**config.mk**
```make
export PLATFORM = sky130hd
export DESIGN_NAME = bbox_extractor_flat
export DESIGN_NICKNAME = d
export VERILOG_FILES = /design/src/rtl/bbox_extractor_if.sv /design/src/rtl/bbox_extractor.sv /design/src/flat_wrapper.sv
export SDC_FILE = /design/constraint.sdc
export NUM_CORES = 1
export LEC_CHECK = 0
export CORE_AREA = 2 2 181 183
export CTS_BUF_LIST = sky130_fd_sc_hd__clkbuf_8 sky130_fd_sc_hd__clkbuf_16
export DETAILED_ROUTE_END_ITERATION = 10
export DIE_AREA = 0 0 183 185
export MAX_ROUTING_LAYER = met4
export PLACE_DENSITY = 0.51
export RECOVER_POWER = 50
export SYNTH_ARGS = -nofsm -noshare
export SYNTH_HDL_FRONTEND = slang
export SYNTH_SLANG_ARGS = --single-unit
```
**constraint.sdc**
```tcl
create_clock -name Clk -period 13.65 [get_ports Clk]
set_clock_uncertainty 0.05 [all_clocks]
set_input_delay 3.4125 -clock Clk [delete_from_list [all_inputs] [get_ports Clk]]
set_output_delay 3.4125 -clock Clk [all_outputs]
set_load 0.01 [all_outputs]
```
**src/rtl/bbox_extractor_if.sv**
```systemverilog
// Pixel-stream and published-box bundle for bbox_extractor.
// Upstream drives pixels/frame_end, the extractor drives the published box.
interface bbox_extractor_if #(
    parameter int COORD_W = 10
);
    // Handshake: there is no ready. A pixel is consumed on any rising edge where
    // pixel_valid=1 while the extractor is in ACCUM; in CALC/PUBLISH it is dropped.
    // frame_end is a one-cycle pulse, and box_done is a one-cycle pulse that marks
    // the edge on which CX..hit_count took new values.
    logic [COORD_W-1:0] DrawX;
    logic [COORD_W-1:0] DrawY;
    logic               pixel_valid;
    logic               pixel_hit;
    logic               frame_end;
    logic [COORD_W-1:0] CX;
    logic [COORD_W-1:0] CY;
    logic [COORD_W-1:0] X_width;
    logic [COORD_W-1:0] Y_height;
    logic               box_valid;
    logic               box_done;
    logic [15:0]        hit_count;
    logic [1:0]         state;

    modport master (
        output DrawX, DrawY, pixel_valid, pixel_hit, frame_end,
        input  CX, CY, X_width, Y_height, box_valid, box_done, hit_count, state
    );

    modport slave (
        input  DrawX, DrawY, pixel_valid, pixel_hit, frame_end,
        output CX, CY, X_width, Y_height, box_valid, box_done, hit_count, state
    );
endinterface

```
**src/rtl/bbox_extractor.sv**
```systemverilog
// Per-frame bounding-box extractor: tracks min/max of hit pixels and publishes the
// box as center/half-extent so every hit pixel passes the inclusive membership test.
module bbox_extractor #(
    parameter int COORD_W   = 10,
    parameter int MIN_COUNT = 1
) (
    input  logic              Clk,
    input  logic              Reset,
    bbox_extractor_if.slave   bus
);
    typedef enum logic [1:0] {
        ACCUM   = 2'd0,
        CALC    = 2'd1,
        PUBLISH = 2'd2
    } state_t;

    localparam logic [COORD_W-1:0] COORD_ONES = '1;
    localparam logic [COORD_W:0]   ONE_EXT    = (COORD_W+1)'(1);
    localparam logic [15:0]        MIN_CNT    = 16'(MIN_COUNT);
    localparam logic [15:0]        CNT_MAX    = 16'hFFFF;

    state_t             state;
    logic [COORD_W-1:0] min_x, max_x, min_y, max_y;
    logic [15:0]        cnt;
    logic               any_hit;

    logic [COORD_W:0]   sum_x, sum_y;
    logic [COORD_W-1:0] diff_x, diff_y;
    logic [15:0]        snap_cnt;
    logic               snap_any;

    logic [COORD_W-1:0] cx, cy, x_width, y_height;
    logic               box_valid, box_done;
    logic [15:0]        hit_count;

    logic               take;
    logic [COORD_W:0]   sum_x_next, sum_y_next;
    logic [COORD_W:0]   span_x, span_y;

    assign take = bus.pixel_valid && bus.pixel_hit;

    // diff+1 is carried at COORD_W+1 bits so a full-range extent rounds up to 2^(COORD_W-1).
    always_comb begin
        sum_x_next = {1'b0, min_x} + {1'b0, max_x};
        sum_y_next = {1'b0, min_y} + {1'b0, max_y};
        span_x     = {1'b0, diff_x} + ONE_EXT;
        span_y     = {1'b0, diff_y} + ONE_EXT;
    end

    always_ff @(posedge Clk or posedge Reset) begin
        if (Reset) begin
            state     <= ACCUM;
            min_x     <= COORD_ONES;
            min_y     <= COORD_ONES;
            max_x     <= '0;
            max_y     <= '0;
            cnt       <= '0;
            any_hit   <= 1'b0;
            sum_x     <= '0;
            sum_y     <= '0;
            diff_x    <= '0;
            diff_y    <= '0;
            snap_cnt  <= '0;
            snap_any  <= 1'b0;
            cx        <= '0;
            cy        <= '0;
            x_width   <= '0;
            y_height  <= '0;
            box_valid <= 1'b0;
            box_done  <= 1'b0;
            hit_count <= '0;
        end else begin
            box_done <= 1'b0;
            case (state)
                ACCUM: begin
                    if (take) begin
                        if (bus.DrawX < min_x) min_x <= bus.DrawX;
                        if (bus.DrawX > max_x) max_x <= bus.DrawX;
                        if (bus.DrawY < min_y) min_y <= bus.DrawY;
                        if (bus.DrawY > max_y) max_y <= bus.DrawY;
                        if (cnt != CNT_MAX) cnt <= cnt + 16'd1;
                        any_hit <= 1'b1;
                    end
                    if (bus.frame_end) state <= CALC;
                end
                CALC: begin
                    sum_x    <= sum_x_next;
                    sum_y    <= sum_y_next;
                    diff_x   <= max_x - min_x;
                    diff_y   <= max_y - min_y;
                    snap_cnt <= cnt;
                    snap_any <= any_hit;
                    min_x    <= COORD_ONES;
                    min_y    <= COORD_ONES;
                    max_x    <= '0;
                    max_y    <= '0;
                    cnt      <= '0;
                    any_hit  <= 1'b0;
                    state    <= PUBLISH;
                end
                PUBLISH: begin
                    // Empty frame: the extents hold the all-ones/zero seeds, so force zeros.
                    if (snap_any) begin
                        cx       <= COORD_W'(sum_x >> 1);
                        cy       <= COORD_W'(sum_y >> 1);
                        x_width  <= COORD_W'(span_x >> 1);
                        y_height <= COORD_W'(span_y >> 1);
                    end else begin
                        cx       <= '0;
                        cy       <= '0;
                        x_width  <= '0;
                        y_height <= '0;
                    end
                    box_valid <= snap_any && (snap_cnt >= MIN_CNT);
                    hit_count <= snap_any ? snap_cnt : 16'd0;
                    box_done  <= 1'b1;
                    state     <= ACCUM;
                end
                default: state <= ACCUM;
            endcase
        end
    end

    assign bus.CX        = cx;
    assign bus.CY        = cy;
    assign bus.X_width   = x_width;
    assign bus.Y_height  = y_height;
    assign bus.box_valid = box_valid;
    assign bus.box_done  = box_done;
    assign bus.hit_count = hit_count;
    assign bus.state     = state;
endmodule
```
**src/flat_wrapper.sv**
```systemverilog
// flat-port wrapper written by rule: the top's interface ports become plain ports
module bbox_extractor_flat 
#(
    parameter int COORD_W   = 10,
    parameter int MIN_COUNT = 1
)
  (Clk, Reset, bus_DrawX, bus_DrawY, bus_pixel_valid, bus_pixel_hit, bus_frame_end, bus_CX, bus_CY, bus_X_width, bus_Y_height, bus_box_valid, bus_box_done, bus_hit_count, bus_state);
  bbox_extractor_if #(.COORD_W(COORD_W)) bus_i ();
  input  logic Clk;
  input  logic Reset;
  input wire logic [$bits(bus_i.DrawX)-1:0] bus_DrawX;
  input wire logic [$bits(bus_i.DrawY)-1:0] bus_DrawY;
  input wire logic [$bits(bus_i.pixel_valid)-1:0] bus_pixel_valid;
  input wire logic [$bits(bus_i.pixel_hit)-1:0] bus_pixel_hit;
  input wire logic [$bits(bus_i.frame_end)-1:0] bus_frame_end;
  output wire logic [$bits(bus_i.CX)-1:0] bus_CX;
  output wire logic [$bits(bus_i.CY)-1:0] bus_CY;
  output wire logic [$bits(bus_i.X_width)-1:0] bus_X_width;
  output wire logic [$bits(bus_i.Y_height)-1:0] bus_Y_height;
  output wire logic [$bits(bus_i.box_valid)-1:0] bus_box_valid;
  output wire logic [$bits(bus_i.box_done)-1:0] bus_box_done;
  output wire logic [$bits(bus_i.hit_count)-1:0] bus_hit_count;
  output wire logic [$bits(bus_i.state)-1:0] bus_state;
  assign bus_i.DrawX = bus_DrawX;
  assign bus_i.DrawY = bus_DrawY;
  assign bus_i.pixel_valid = bus_pixel_valid;
  assign bus_i.pixel_hit = bus_pixel_hit;
  assign bus_i.frame_end = bus_frame_end;
  assign bus_CX = bus_i.CX;
  assign bus_CY = bus_i.CY;
  assign bus_X_width = bus_i.X_width;
  assign bus_Y_height = bus_i.Y_height;
  assign bus_box_valid = bus_i.box_valid;
  assign bus_box_done = bus_i.box_done;
  assign bus_hit_count = bus_i.hit_count;
  assign bus_state = bus_i.state;
  bbox_extractor #(.COORD_W(COORD_W), .MIN_COUNT(MIN_COUNT)) u_core (.Clk(Clk), .Reset(Reset), .bus(bus_i));
endmodule
```
==> run metrics, run 1 <==
sequential share of power=38.7%; Finished Layout Cells=1,508; M2 GR Usage=22.0%; Post-synth EDFFs=0; final setup violation count=0; register area share after synthesis=46.4%; Remaining DRCs=0; post-synth cell types=56; vias in the first global route=7,070; Starting DRT DRC Count=394; leakage power=0.00536 uW; Clock Path Buffers=2; footprint of the multi-input gates=4580 um2; pre-CTS setup slack=7.62 ns; setup TNS after final layout=0 ns; commonest non-fill, non-tap cell in the layout=nand2_1; via count=7,086; Post-Syn Area=9430 um2; Crit Path Max Fanout=75; first-pass GRT wire length=38.2 mm; Final min period=6.37 ns; Max stage delay on crit path=1.14 ns; crit path capture type=asynchronous set/reset pin; Post-CTS Resized=0; WHS=0.411 ns; wire per inst=15.2 um; Clock Sinks=174; core region area=32,000 um2; placer congestion estimate=0.836; Final ANT Viol Nets=0; final-report hold violation count=0; H-tree Lvls=4; relative slew slack=-199%; Worst setup SP type=input pin; outcome=finished, violations left; placed cells=1,476; Mapped Cells=1,024; largest family of logic cells by synthesized area=simple AND/OR/NAND/NOR gates; ys async rst share=100%; mux cell area share after synthesis=0.106%; Starting Density=29.4%; RSZ-0062 raised after global routing=false; most frequent cells in the layout=nand2_1, dfrtp_1, ha_1; die width=183 um; fin util=34.9%; Simple-Gate Fraction of Synth Area=18.6%; initial antenna violation count=0; Reg area=4380 um2; TritonCTS Buffers=17; Worst-Margin Slew=4.49 ns; slowest cell on the critical path=clkinvlp_2; dominant cells by area after synthesis=dfrtp_1, ha_1, nand2_1; area leader, netlist=dfrtp_1; DRT Pass-1 Iters=5; Synth Area in Compound Gates=14.3%; layout cells sized above 1=5.55%; Worst Hold Class=flip-flop to flip-flop; DP HPWL=16.8 mm; post-synthesis adder-cell area fraction=11.3%; crit-path cells=dlygate4sd3_1 -> clkinvlp_2 -> buf_4 -> buf_4; worst-skew pair later-pin latency=0.42 ns; routed wire length=23.0 mm; overall die height=185 um; Port Buffer Count=84; Ant. Diodes=0; Pint=1280 uW; vias per cell=4.70; Max VDD drop=0.0000744 V; post-synthesis xor/xnor area fraction=4.27%; Final Cycle Share=46.6%; CTS tree=done; Die Area=33,900 um2; row count=66; ys flop type=dfrtp_1; Sw Share=38.5%; most used cell along the critical path=buf_4; Setup Buffers After CTS=0; Critical Path AT=6.80 ns; global route hottest layer=met2; met3 global-route usage=2.06%; grt met1 use=21.0%; Setup WS post-layout=7.28 ns; FILL cells=3,339; num ports=85; Synth Area per Inst=9.21 um2; pwr dens=186 nW/um2; grt ovf=0; layout net count=1,195; Combinational Power Share=39.1%; YS warnings=0; Max Slew Vio Count=306; fmax=157 MHz; largest net degree at the start of global routing=111; area grow syn2layout=18.5%; gr usage total=14.6%; clock root buffer=clkbuf_16; number of max-cap violations=5; hold buffer count at cts=0; WS Path Type=input pin to asynchronous set/reset pin; clock power share=22.1%; number of synthesized register bits=174; syn_nets=1,132; CTS clk-pin slew, worst paths=0.07 ns; top-area cell type share of the netlist area=40.9%; CP Data Required Time=14.08 ns; net load switching power=802 uW; failing checks=capacitance limit, slew limit
-- cell usage after synthesis (2+ instances only) --
cell	number
o41ai_1	2
a31oi_1	9
buf_2	10
nand4_1	14
xor2_1	24
nor2_1	45
o21ai_1	5
nor2b_1	9
ha_1	79
nand2_1	225
a22o_1	20
a211oi_1	3
and3_1	2
o21a_1	6
or4_1	3
dfstp_2	20
o211ai_1	23
a221oi_1	2
nor4_1	6
buf_1	6
nand2b_1	15
a21boi_0	2
a21oi_1	27
a2111oi_0	3
o21ai_0	56
nand3_1	55
a21o_1	16
inv_1	70
nor3_1	11
o21bai_1	4
or3_1	4
fa_1	4
and4_1	5
clkbuf_1	31
dfrtp_1	154
o31ai_1	12
a211o_1	2
xnor2_1	22
-- kinds of logic after synthesis --
logic type / after synthesis
muxes: 1
xor gates and xnor gates: 46
and+or+nand+nor: 398
buffers and inverters: 119
DFF: 174
adders and majority gates: 83
AOI/OAI and AO/OA: 203
-- critical path, delay by kind of cell --
family,cells,cell delay (ns)
buffers and inverters,4,3.27
-- per-layer routing --
metal	share of wire [%]	routed length [um]	vias up
met5	0	0	-
met4	0.73	167	0
met3	2.0	454	10
met2	44	10100	98
met1	53	12300	3342
li1	-	-	3636
-- final timing paths --
kind | start | to | slack [ns] | depth (start not counted)
setup / recovery | Reset | u_core.max_x[3] | 7.28 | 4
hold / removal | u_core.bus.CY[8] | u_core.bus.CY[8] | 0.41 | 2
setup reg to reg | u_core.bus.state[1] | u_core.diff_y[5] | 8.90 | 3
hold reg to reg | u_core.bus.CY[8] | u_core.bus.CY[8] | 0.41 | 2
max in group Clk | bus_DrawY[9] | u_core.min_y[0] | 7.90 | 9
min in group asynchronous | Reset | u_core.bus.hit_count[0] | 3.90 | 2
-- power groups by stage --
stage                     combinational (uW)  clock [uW]  sequential (uW)
final                                    816         461              807
after detailed placement                 839           0              821
after CTS                                842         479              811
after global placement                   829           0              816
after global routing                     936         499              832
after floorplan                          540           0              805
-- state kept, by name, indices dropped and copies added (netlist names), 2 cells and up --
signal	flops
u_core.bus.CY	10
u_core.cnt	16
u_core.diff_y	10
u_core.max_y	10
u_core.sum_x	10
u_core.max_x	10
u_core.sum_y	10
u_core.bus.state	2
u_core.diff_x	10
u_core.snap_cnt	16
u_core.min_x	10
u_core.min_y	10
u_core.bus.X_width	10
u_core.bus.hit_count	16
u_core.bus.CX	10
u_core.bus.Y_height	10
-- cell type report --
| cell class | instances | area share (%) |
|---|---|---|
| Clock buffer | 18 | 3.93 |
| Clock inverter | 14 | 0.985 |
| Inverter | 70 | 2.36 |
| Multi-Input combinational cell | 731 | 41.0 |
| Sequential cell | 174 | 39.2 |
| Tap cell | 408 | 4.57 |
| Timing Repair Buffer | 93 | 7.99 |
-- metrics by stage --
stage | instance area, um2 | total power, uW
final | 11200 | 2080
after detailed placement | 10700 | 1660
after CTS | 11200 | 2130
after global placement | 10700 | 1650
after floorplan | 9430 | 1350
after global routing | 11200 | 2270
Power figures use the tool's default switching activity.
==> run 2: changes to the inputs <==
--- a/config.mk
+++ b/config.mk
@@ -10,7 +10,7 @@
 export DETAILED_ROUTE_END_ITERATION = 10
 export DIE_AREA = 0 0 183 185
 export MAX_ROUTING_LAYER = met4
-export PLACE_DENSITY = 0.51
+export PLACE_DENSITY = 0.52
 export RECOVER_POWER = 50
 export SYNTH_ARGS = -nofsm -noshare
 export SYNTH_HDL_FRONTEND = slang
==> constraint.sdc (replaced) <==
create_clock -name Clk -period 5.27 [get_ports Clk]
set_clock_uncertainty 0.05 [all_clocks]
set_input_delay 1.3175 -clock Clk [delete_from_list [all_inputs] [get_ports Clk]]
set_output_delay 1.3175 -clock Clk [all_outputs]
set_load 0.01 [all_outputs]
==> run 2 against run 1 <==
Against the previous run: the run still ends with capacitance limit, slew limit left; worst hold slack gained 0.0044 ns; global-route usage grew 0.57 points; sequential power grew to 2.6 times the previous value; via count grew 0.95%; flip-flop and latch count is the same; critical path type is now flip-flop to flip-flop; power grew to 2.6 times the previous value; count of clock-buffer cells in the layout shrank 1; first-iteration DRC count grew 8.4%; sequential share of layout area shrank 0.20 points; die area is the same; largest power group unchanged; final area grew 0.52%.
==> run metrics, run 2 (synthesized netlist as in run 1, its figures left out) <==
outcome=finished, violations left; failing checks=capacitance limit, slew limit; Clock Path Buffers=2; Starting DRT DRC Count=427; largest net degree at the start of global routing=113; Final Cycle Share=71.8%; core region area=32,000 um2; die width=183 um; Final min period=3.78 ns; Ant. Diodes=0; slowest cell on the critical path=clkbuf_1; WS Path Type=flip-flop to flip-flop; worst-skew pair later-pin latency=0.43 ns; crit path capture type=flip-flop; overall die height=185 um; row count=66; layout net count=1,196; TritonCTS Buffers=17; routed wire length=23.7 mm; CTS clk-pin slew, worst paths=0.08 ns; hold buffer count at cts=0; Worst-Margin Slew=2.64 ns; Max VDD drop=0.000236 V; Worst setup SP type=flip-flop; crit-path cells=nand2b_2 -> clkbuf_1 -> inv_1 -> nand2_1 -> o21ai_0; gr usage total=15.2%; most frequent cells in the layout=nand2_1, dfrtp_1, clkdlybuf4s50_1; placer congestion estimate=0.833; Remaining DRCs=0; Die Area=33,900 um2; CP Data Required Time=5.51 ns; total power=5510 uW; dpl cell area=10,700 um2; Final ANT Viol Nets=0; leakage power=0.00526 uW; via count=7,153; Critical Path AT=4.02 ns; Worst path top cell family by delay=buffers and inverters; clock root buffer=clkbuf_16; Worst Hold Class=flip-flop to flip-flop; Post-CTS Resized=0; Port Buffer Count=84; CTS tree=done; RSZ-0062 raised after global routing=false; vias per cell=4.74; initial antenna violation count=0; grt ovf=0; pwr dens=490 nW/um2; H-tree Lvls=4; pre-CTS setup slack=1.34 ns; Crit Path Max Fanout=59; vias in the first global route=7,350; FILL cells=3,321; final-report hold violation count=0; num ports=85; top flop regs=u_core.bus.hit_count: 16 flops, u_core.cnt: 16 flops, u_core.snap_cnt: 16 flops; commonest non-fill, non-tap cell in the layout=nand2_1; Setup Buffers After CTS=0; Starting Density=29.4%; number of max-cap violations=2; Final Instance Area=11,200 um2; first-pass GRT wire length=39.6 mm; layout cells sized above 1=5.90%; wire per inst=15.7 um; area grow syn2layout=19.2%; DRT Pass-1 Iters=4; setup TNS after final layout=0 ns; Max stage delay on crit path=1.88 ns; relative slew slack=-76.3%; Setup WS post-layout=1.49 ns; Max Slew Vio Count=123; fmax=264 MHz; Buf/Inv on CP=2; DP HPWL=17.0 mm; Finished Layout Cells=1,509; Clock Sinks=174; final setup violation count=0; placed cells=1,477
## run 2: power by group
group	switching, uW	total (uW)	internal [uW]
Clock	619	1250	631
Sequential	326	2100	1770
Combinational	1210	2160	952
## run 2: per-layer routing
layer / up-vias / routed length (um) / global-route usage, %
met5: - / 0 / -
met4: 0 / 337 / 4.42
met3: 24 / 566 / 2.03
met2: 93 / 10400 / 23.1
met1: 3394 / 12400 / 21.2
li1: 3642 / - / -
## run 2: area by class of cell
| type | count | area, um2 | share of cell area, % |
|---|---|---|---|
| clock buffers | 17 | 425 | 3.79 |
| clock inverters | 15 | 153 | 1.36 |
| inverters | 70 | 264 | 2.35 |
| multi-input cells | 731 | 4580 | 40.8 |
| flip-flops and latches | 174 | 4380 | 39.0 |
| well taps | 408 | 510 | 4.54 |
| repair buffers | 94 | 922 | 8.21 |
## run 2: worst paths after layout
path	from	endpoint	slack, ns	depth (start not counted)
setup reg to reg	u_core.bus.state[0]	u_core.bus.Y_height[3]	1.49	5
setup / recovery	u_core.bus.state[0]	u_core.bus.Y_height[3]	1.49	5
max in group asynchronous	Reset	u_core.bus.hit_count[12]	2.30	3
hold / removal	u_core.bus.CX[4]	u_core.bus.CX[4]	0.41	2
min in group asynchronous	Reset	u_core.bus.Y_height[5]	1.46	3
hold reg to reg	u_core.bus.CX[4]	u_core.bus.CX[4]	0.41	2
## run 2: metrics by stage
stage	util [%]	hold WS (ns)
finish	35.1	0.415
global route	35.1	0.435
floorplan	-	0.388
detailed placement	33.3	0.405
CTS	35.1	0.421
global placement	33.3	0.399
## run 2: worst reg2reg max path, stage by stage, from the launching register on
cell,delay [ns]
dfrtp_1,0.51
nand2b_2,0.17
clkbuf_1,1.88
inv_1,0.19
nand2_1,0.63
o21ai_0,0.21
